### src/rtl/symbol_scheduler_if.sv
// ----------------------------------------------------------------------------
// symbol_scheduler_if
// Symbol handshake between an upstream symbol source and symbol_scheduler.
//   sym_valid  upstream has a symbol on sym_data
//   sym_data   2-bit symbol code (waveform ROM select)
//   sym_ready  scheduler queue can take a symbol this cycle
// master: the symbol source.  slave: the scheduler.
// ----------------------------------------------------------------------------
interface symbol_scheduler_if;
    logic       sym_valid;
    logic [1:0] sym_data;
    logic       sym_ready;

    modport master (output sym_valid, output sym_data, input  sym_ready);
    modport slave  (input  sym_valid, input  sym_data, output sym_ready);
endinterface

### src/rtl/symbol_scheduler.sv
// ----------------------------------------------------------------------------
// symbol_scheduler
// Queues 2-bit symbol codes and plays each one out as SAMPLES consecutive
// waveform-ROM addresses (rom_sel, sample_idx). Symbols play back to back
// with no gap while the queue has data; running dry at the end of a symbol
// sets the sticky underrun flag.
//
// Ports
//   clk, rst_n    clock, asynchronous active-low reset
//   enable        1 = play, 0 = freeze the current sample position
//   sym           symbol handshake (slave side: sym_valid, sym_data, sym_ready)
//   clr_underrun  synchronous clear of underrun (a same-edge set wins)
//   rom_sel       waveform ROM select of the symbol being played
//   sample_idx    ROM address within the symbol, 0..SAMPLES-1
//   sample_valid  rom_sel/sample_idx address a live sample this cycle
//   sym_start     one-cycle pulse with sample_idx 0 of each new symbol
//   fifo_count    number of queued symbols, 0..FIFO_DEPTH
//   underrun      sticky: playback reached the end of a symbol with no successor
// ----------------------------------------------------------------------------
module symbol_scheduler #(
    parameter int FIFO_DEPTH = 4,   // power of two, 2..16
    parameter int SAMPLES    = 16
) (
    input  logic                clk,
    input  logic                rst_n,
    input  logic                enable,
    symbol_scheduler_if.slave   sym,
    input  logic                clr_underrun,
    output logic [1:0]          rom_sel,
    output logic [3:0]          sample_idx,
    output logic                sample_valid,
    output logic                sym_start,
    output logic [4:0]          fifo_count,
    output logic                underrun
);

    localparam int         PTR_W     = $clog2(FIFO_DEPTH);
    localparam logic [4:0] DEPTH_CNT = 5'(FIFO_DEPTH);
    localparam logic [3:0] LAST_IDX  = 4'(SAMPLES - 1);

    localparam logic [0:0] IDLE = 1'b0;
    localparam logic [0:0] PLAY = 1'b1;

    logic [0:0]       state;
    logic [1:0]       mem [FIFO_DEPTH];
    logic [PTR_W-1:0] wr_ptr;
    logic [PTR_W-1:0] rd_ptr;

    logic push;
    logic pop;
    logic at_last;
    logic have_sym;

    // Readiness comes from the registered count only, so a pop on the same
    // edge never opens a slot for a push while the queue is full.
    assign sym.sym_ready = (fifo_count < DEPTH_CNT);

    assign push     = sym.sym_valid & sym.sym_ready;
    assign at_last  = (sample_idx == LAST_IDX);
    assign have_sym = (fifo_count != 5'd0);

    // A symbol is taken when playback starts from idle, or when the current
    // symbol finishes its last sample. Pre-edge count is used, so a symbol
    // pushed on the same edge cannot rescue an end-of-symbol underrun.
    assign pop = enable & have_sym & ((state == IDLE) | at_last);

    // NOTE: queue storage has no reset; pointers and count define which
    // entries are meaningful, so stale contents are never observed.
    always_ff @(posedge clk) begin
        if (push) begin
            mem[wr_ptr] <= sym.sym_data;
        end
    end

    // NOTE: every sequential block uses non-blocking assignments so all
    // registers update from the same pre-edge values.
    always_ff @(posedge clk or negedge rst_n) begin
        if (!rst_n) begin
            wr_ptr     <= '0;
            rd_ptr     <= '0;
            fifo_count <= 5'd0;
        end else begin
            if (push) wr_ptr <= wr_ptr + 1'b1;
            if (pop)  rd_ptr <= rd_ptr + 1'b1;
            case ({push, pop})
                2'b10:   fifo_count <= fifo_count + 5'd1;
                2'b01:   fifo_count <= fifo_count - 5'd1;
                default: fifo_count <= fifo_count;
            endcase
        end
    end

    always_ff @(posedge clk or negedge rst_n) begin
        if (!rst_n) begin
            state        <= IDLE;
            rom_sel      <= 2'd0;
            sample_idx   <= 4'd0;
            sample_valid <= 1'b0;
            sym_start    <= 1'b0;
            underrun     <= 1'b0;
        end else begin
            sample_valid <= 1'b0;
            sym_start    <= 1'b0;
            // Clear first; an underrun set below on the same edge overrides it.
            if (clr_underrun) underrun <= 1'b0;

            case (state)
                IDLE: begin
                    if (pop) begin
                        state        <= PLAY;
                        rom_sel      <= mem[rd_ptr];
                        sample_idx   <= 4'd0;
                        sample_valid <= 1'b1;
                        sym_start    <= 1'b1;
                    end
                end
                PLAY: begin
                    // enable=0 falls through: position frozen, outputs invalid.
                    if (enable) begin
                        if (!at_last) begin
                            sample_idx   <= sample_idx + 4'd1;
                            sample_valid <= 1'b1;
                        end else if (pop) begin
                            rom_sel      <= mem[rd_ptr];
                            sample_idx   <= 4'd0;
                            sample_valid <= 1'b1;
                            sym_start    <= 1'b1;
                        end else begin
                            state    <= IDLE;
                            underrun <= 1'b1;
                        end
                    end
                end
                default: state <= IDLE;
            endcase
        end
    end

endmodule
### src/flat_wrapper.sv
// flat-port wrapper written by rule: the top's interface ports become plain ports
module symbol_scheduler_flat 
#(
    parameter int FIFO_DEPTH = 4,                         
    parameter int SAMPLES    = 16
)
  (clk, rst_n, enable, clr_underrun, rom_sel, sample_idx, sample_valid, sym_start, fifo_count, underrun, sym_sym_valid, sym_sym_data, sym_sym_ready);
  symbol_scheduler_if sym_i ();
  input  logic clk;
  input  logic rst_n;
  input  logic enable;
  input  logic clr_underrun;
  output logic [1:0] rom_sel;
  output logic [3:0] sample_idx;
  output logic sample_valid;
  output logic sym_start;
  output logic [4:0] fifo_count;
  output logic underrun;
  input wire logic [$bits(sym_i.sym_valid)-1:0] sym_sym_valid;
  input wire logic [$bits(sym_i.sym_data)-1:0] sym_sym_data;
  output wire logic [$bits(sym_i.sym_ready)-1:0] sym_sym_ready;
  assign sym_i.sym_valid = sym_sym_valid;
  assign sym_i.sym_data = sym_sym_data;
  assign sym_sym_ready = sym_i.sym_ready;
  symbol_scheduler #(.FIFO_DEPTH(FIFO_DEPTH), .SAMPLES(SAMPLES)) u_core (.clk(clk), .rst_n(rst_n), .enable(enable), .sym(sym_i), .clr_underrun(clr_underrun), .rom_sel(rom_sel), .sample_idx(sample_idx), .sample_valid(sample_valid), .sym_start(sym_start), .fifo_count(fifo_count), .underrun(underrun));
endmodule
### config.mk
export PLATFORM = sky130hd
export DESIGN_NAME = symbol_scheduler_flat
export DESIGN_NICKNAME = d
export VERILOG_FILES = /design/src/rtl/symbol_scheduler_if.sv /design/src/rtl/symbol_scheduler.sv /design/src/flat_wrapper.sv
export SDC_FILE = /design/constraint.sdc
export NUM_CORES = 1
export LEC_CHECK = 0
export BUFFER_PORTS_ARGS = -buffer_cell sky130_fd_sc_hd__buf_2
export CAP_MARGIN = 20
export CORE_MARGIN = 2
export CORE_UTILIZATION = 48
export DETAILED_ROUTE_END_ITERATION = 10
export GPL_TIMING_DRIVEN = 0
export PLACE_DENSITY_LB_ADDON = 0.12
export SETUP_SLACK_MARGIN = 0.3
export SYNTH_ARGS = -nofsm -noshare
export SYNTH_HDL_FRONTEND = slang
export SYNTH_SLANG_ARGS = --single-unit
### constraint.sdc
create_clock -name clk -period 3.1 [get_ports clk]
set_input_delay 0.31 -clock clk [delete_from_list [all_inputs] [get_ports clk]]
set_output_delay 0.31 -clock clk [all_outputs]
set_load 0.005 [all_outputs]
==> results_dict.tcl <==
set metrics [dict create \
    grt_pass1_wl_mm 3.781 \
    synth.most_common_cell "dfrtp_1" \
    syn-num-nets 126 \
    die_h_um 57.50 \
    syn-cell-area_mm2 0.001374 \
    grt_pass1_vias 837 \
    slew_headroom_pct 70.78 \
    wl_per_cell_um 13.58 \
    finalSetupViolCount 0 \
    hpwl_mm 1.740 \
    drive_gt1_share_pct 29.20 \
    dr.pass1.iters 4 \
    outcome "complete, no violations" \
    ant_nets 0 \
    synth.avg_cell_area_um2 12.49 \
    slowest_delay_ns 0.44 \
    start_util_pct 50.25 \
    drv_slew 0 \
    path_cells "ha_1, nand3_1, nand2_1, and3_4, buf_6, ha_1, buf_2, xor2_1, ha_2, nand2b_1, nand4b_1, a31oi_2, xor2_1" \
    final.min_clock_period_ns 2.634 \
    grt_max_degree 20 \
    drt_wl_total_mm 2.281 \
    ctsHtreeMaxLevel 1 \
    numCtsBuffers 3 \
    fin_total_pwr_mw 1.351 \
    drt_iter0_drc 10 \
    synth_warnings 0 \
    track_usage_pct 14.80 \
    clk_pin_slew_ns 0.14 \
    cts_sinks 27 \
    critPathBufInv 2 \
    max-cap-violations 0 \
    finalCritPeriodShare_pct 84.97 \
    synth_top_area_cell "dfrtp_1" \
    fill_cells 249 \
    cp-start-kind "register" \
    worst_slew_pin_slew_ns 0.4383 \
    worstPathRequired_ns 3.35 \
    die_area_mm2 0.003306 \
    r2r-start "u_core.sample_idx[0]$_DFFE_PN0N_" \
    critPathSlowestCell "dfrtp_1" \
    ys_ff_latch 27 \
    synth_cell_types 34 \
    drc 0 \
    tritoncts "built" \
    ys_seq_area_share_pct 52.09 \
    cp-startpoint "u_core.sample_idx[0]$_DFFE_PN0N_" \
    die_w_um 57.50 \
    final.setup.tns_ns 0 \
    io_pins 22 \
    cp_data_arrival_time_ns 2.89 \
    fin_skew_ns 0.002904 \
    synth_top_area_share_pct 34.61 \
    finalWeightedCongestion 0.7551 \
    synthCells 110 \
    rsz0062_at_grt "no" \
    syn_to_final_growth_pct 14.66 \
    power_density_mw_per_mm2 857.8 \
    path_class "reg -> reg" \
    antenna_cells 0 \
    crit_path_end_kind "register" \
    synth-main-ff-cell "dfrtp_1" \
    antenna_found_initial 0 \
    p_leak_nw 0.7248 \
    cts_root_buf "clkbuf_4" \
    peakVddDrop_mv 0.5522 \
    crit_family "adder cells" \
    ys_async_sr_fraction_pct 70.37 \
    placementRows 19 \
    grt_overflow 0 \
    core_area_mm2 0.002734 \
    clockBufferDepth 2 \
    nNetsFinal 154 \
    post_drt_via_cell_ratio 5.512 \
    min-delay-start "clr_underrun" \
    hold_class "in -> reg" \
    timing.fmax_mhz 379.6 \
    vias 926 \
    hold_viol 0 \
    synthTopCellsByCount "dfrtp_1, ha_1, edfxtp_1" \
    synth-edff-count 8 \
    critPathMaxFanout 8 \
    clk_latency_ns 0.31 \
    io_buffers 21 \
    synth_area_leaders "dfrtp_1, edfxtp_1, ha_1" \
]
-- flip-flops by register name (all words and copies together) (netlist names) --
register             cells
u_core.fifo_count        5
u_core.mem               8
u_core.rd_ptr            2
u_core.rom_sel           2
u_core.sample_idx        4
u_core.sample_valid      1
u_core.state             1
u_core.sym_start         1
u_core.underrun          1
u_core.wr_ptr            2
-- cells by family after synthesis --
logic type,Yosys count,synth area share (%)
flip-flops,27,52.09
XOR/XNOR,9,5.737
multiplexers,7,7.741
AND/OR/NAND/NOR,31,14.57
buffers and inverters,12,4.372
AO/OA/AOI/OAI,15,7.286
adder cells (fa/ha/maj),9,8.197
-- through the flow --
| stage | instance area, um^2 | setup WS, ns | utilization, % | hold slack, ns | instances |
|---|---|---|---|---|---|
| floorplan | 1374 | 0.6137 | - | 0.01441 | 110 |
| global placement | 1518 | 0.4377 | 55.51 | 0.2713 | 162 |
| detailed placement | 1518 | 0.4153 | 55.51 | 0.2787 | 162 |
| CTS | 1555 | 0.3819 | 56.89 | 0.1398 | 167 |
| global route | 1575 | 0.3089 | 57.62 | 0.1390 | 168 |
| finish | 1575 | 0.4660 | 57.62 | 0.1475 | 168 |
-- cell type report --
class	instances	area (um^2)	area share, %
Multi-Input combinational cell	71	609.3	38.68
Clock buffer	3	22.52	1.430
Buffer	5	35.03	2.224
Sequential cell	27	715.7	45.43
Timing Repair Buffer	23	122.6	7.784
Clock inverter	1	5.005	0.3177
Inverter	7	26.28	1.668
Tap cell	31	38.79	2.462
-- layout by cell type, fill, tap and decap left out, drive strengths merged, types with 3 or more instances in the layout --
cell    synthesis  final
dfrtp          19     19
nand2           7      7
nand3           3      3
inv             7      7
mux2            3      3
a21oi           3      3
xor2            5      5
nor2            3      3
o21ai           5      5
and3            6      6
edfxtp          8      8
xnor2           4      4
ha              9      9
clkbuf          3      5
nand4           3      3
buf             2     25
-- worst paths after layout --
check                                                   end  slack, ns  depth (start not counted)
max                        u_core.fifo_count[4]$_DFFE_PN0P_       0.47                         13
min in group asynchronous            u_core.state$_DFF_PN0_       0.44                          2
max in group asynchronous  u_core.fifo_count[4]$_DFFE_PN0P_       2.35                          2
min reg2reg                   u_core.rom_sel[1]$_DFFE_PN0P_       0.53                          1
max reg2reg                u_core.fifo_count[4]$_DFFE_PN0P_       0.47                         13
min                               u_core.underrun$_DFF_PN0_       0.15                          2
-- layer usage --
layer	vias up	global-route usage [%]	wire length, um
met1	458	20.65	1050
met2	13	23.38	1142
met4	0	4.983	19
li1	453	-	-
met3	2	2.721	70
met5	-	0	0
-- timing repair --
action,4_1_cts,5_1_grt
hold endpoints to repair,19,0
hold buffers,1,0
gates resized for setup,0,6
setup buffers,0,1
setup endpoints to repair,0,2
-- power breakdown --
part | switching [mW] | total, mW | leakage (nW) | internal, mW
clock network | 0.100 | 0.148 | 0.0177 | 0.0482
registers | 0.111 | 0.591 | 0.298 | 0.480
logic | 0.289 | 0.612 | 0.409 | 0.323
Note: power is estimated with default switching activity, not from simulation.
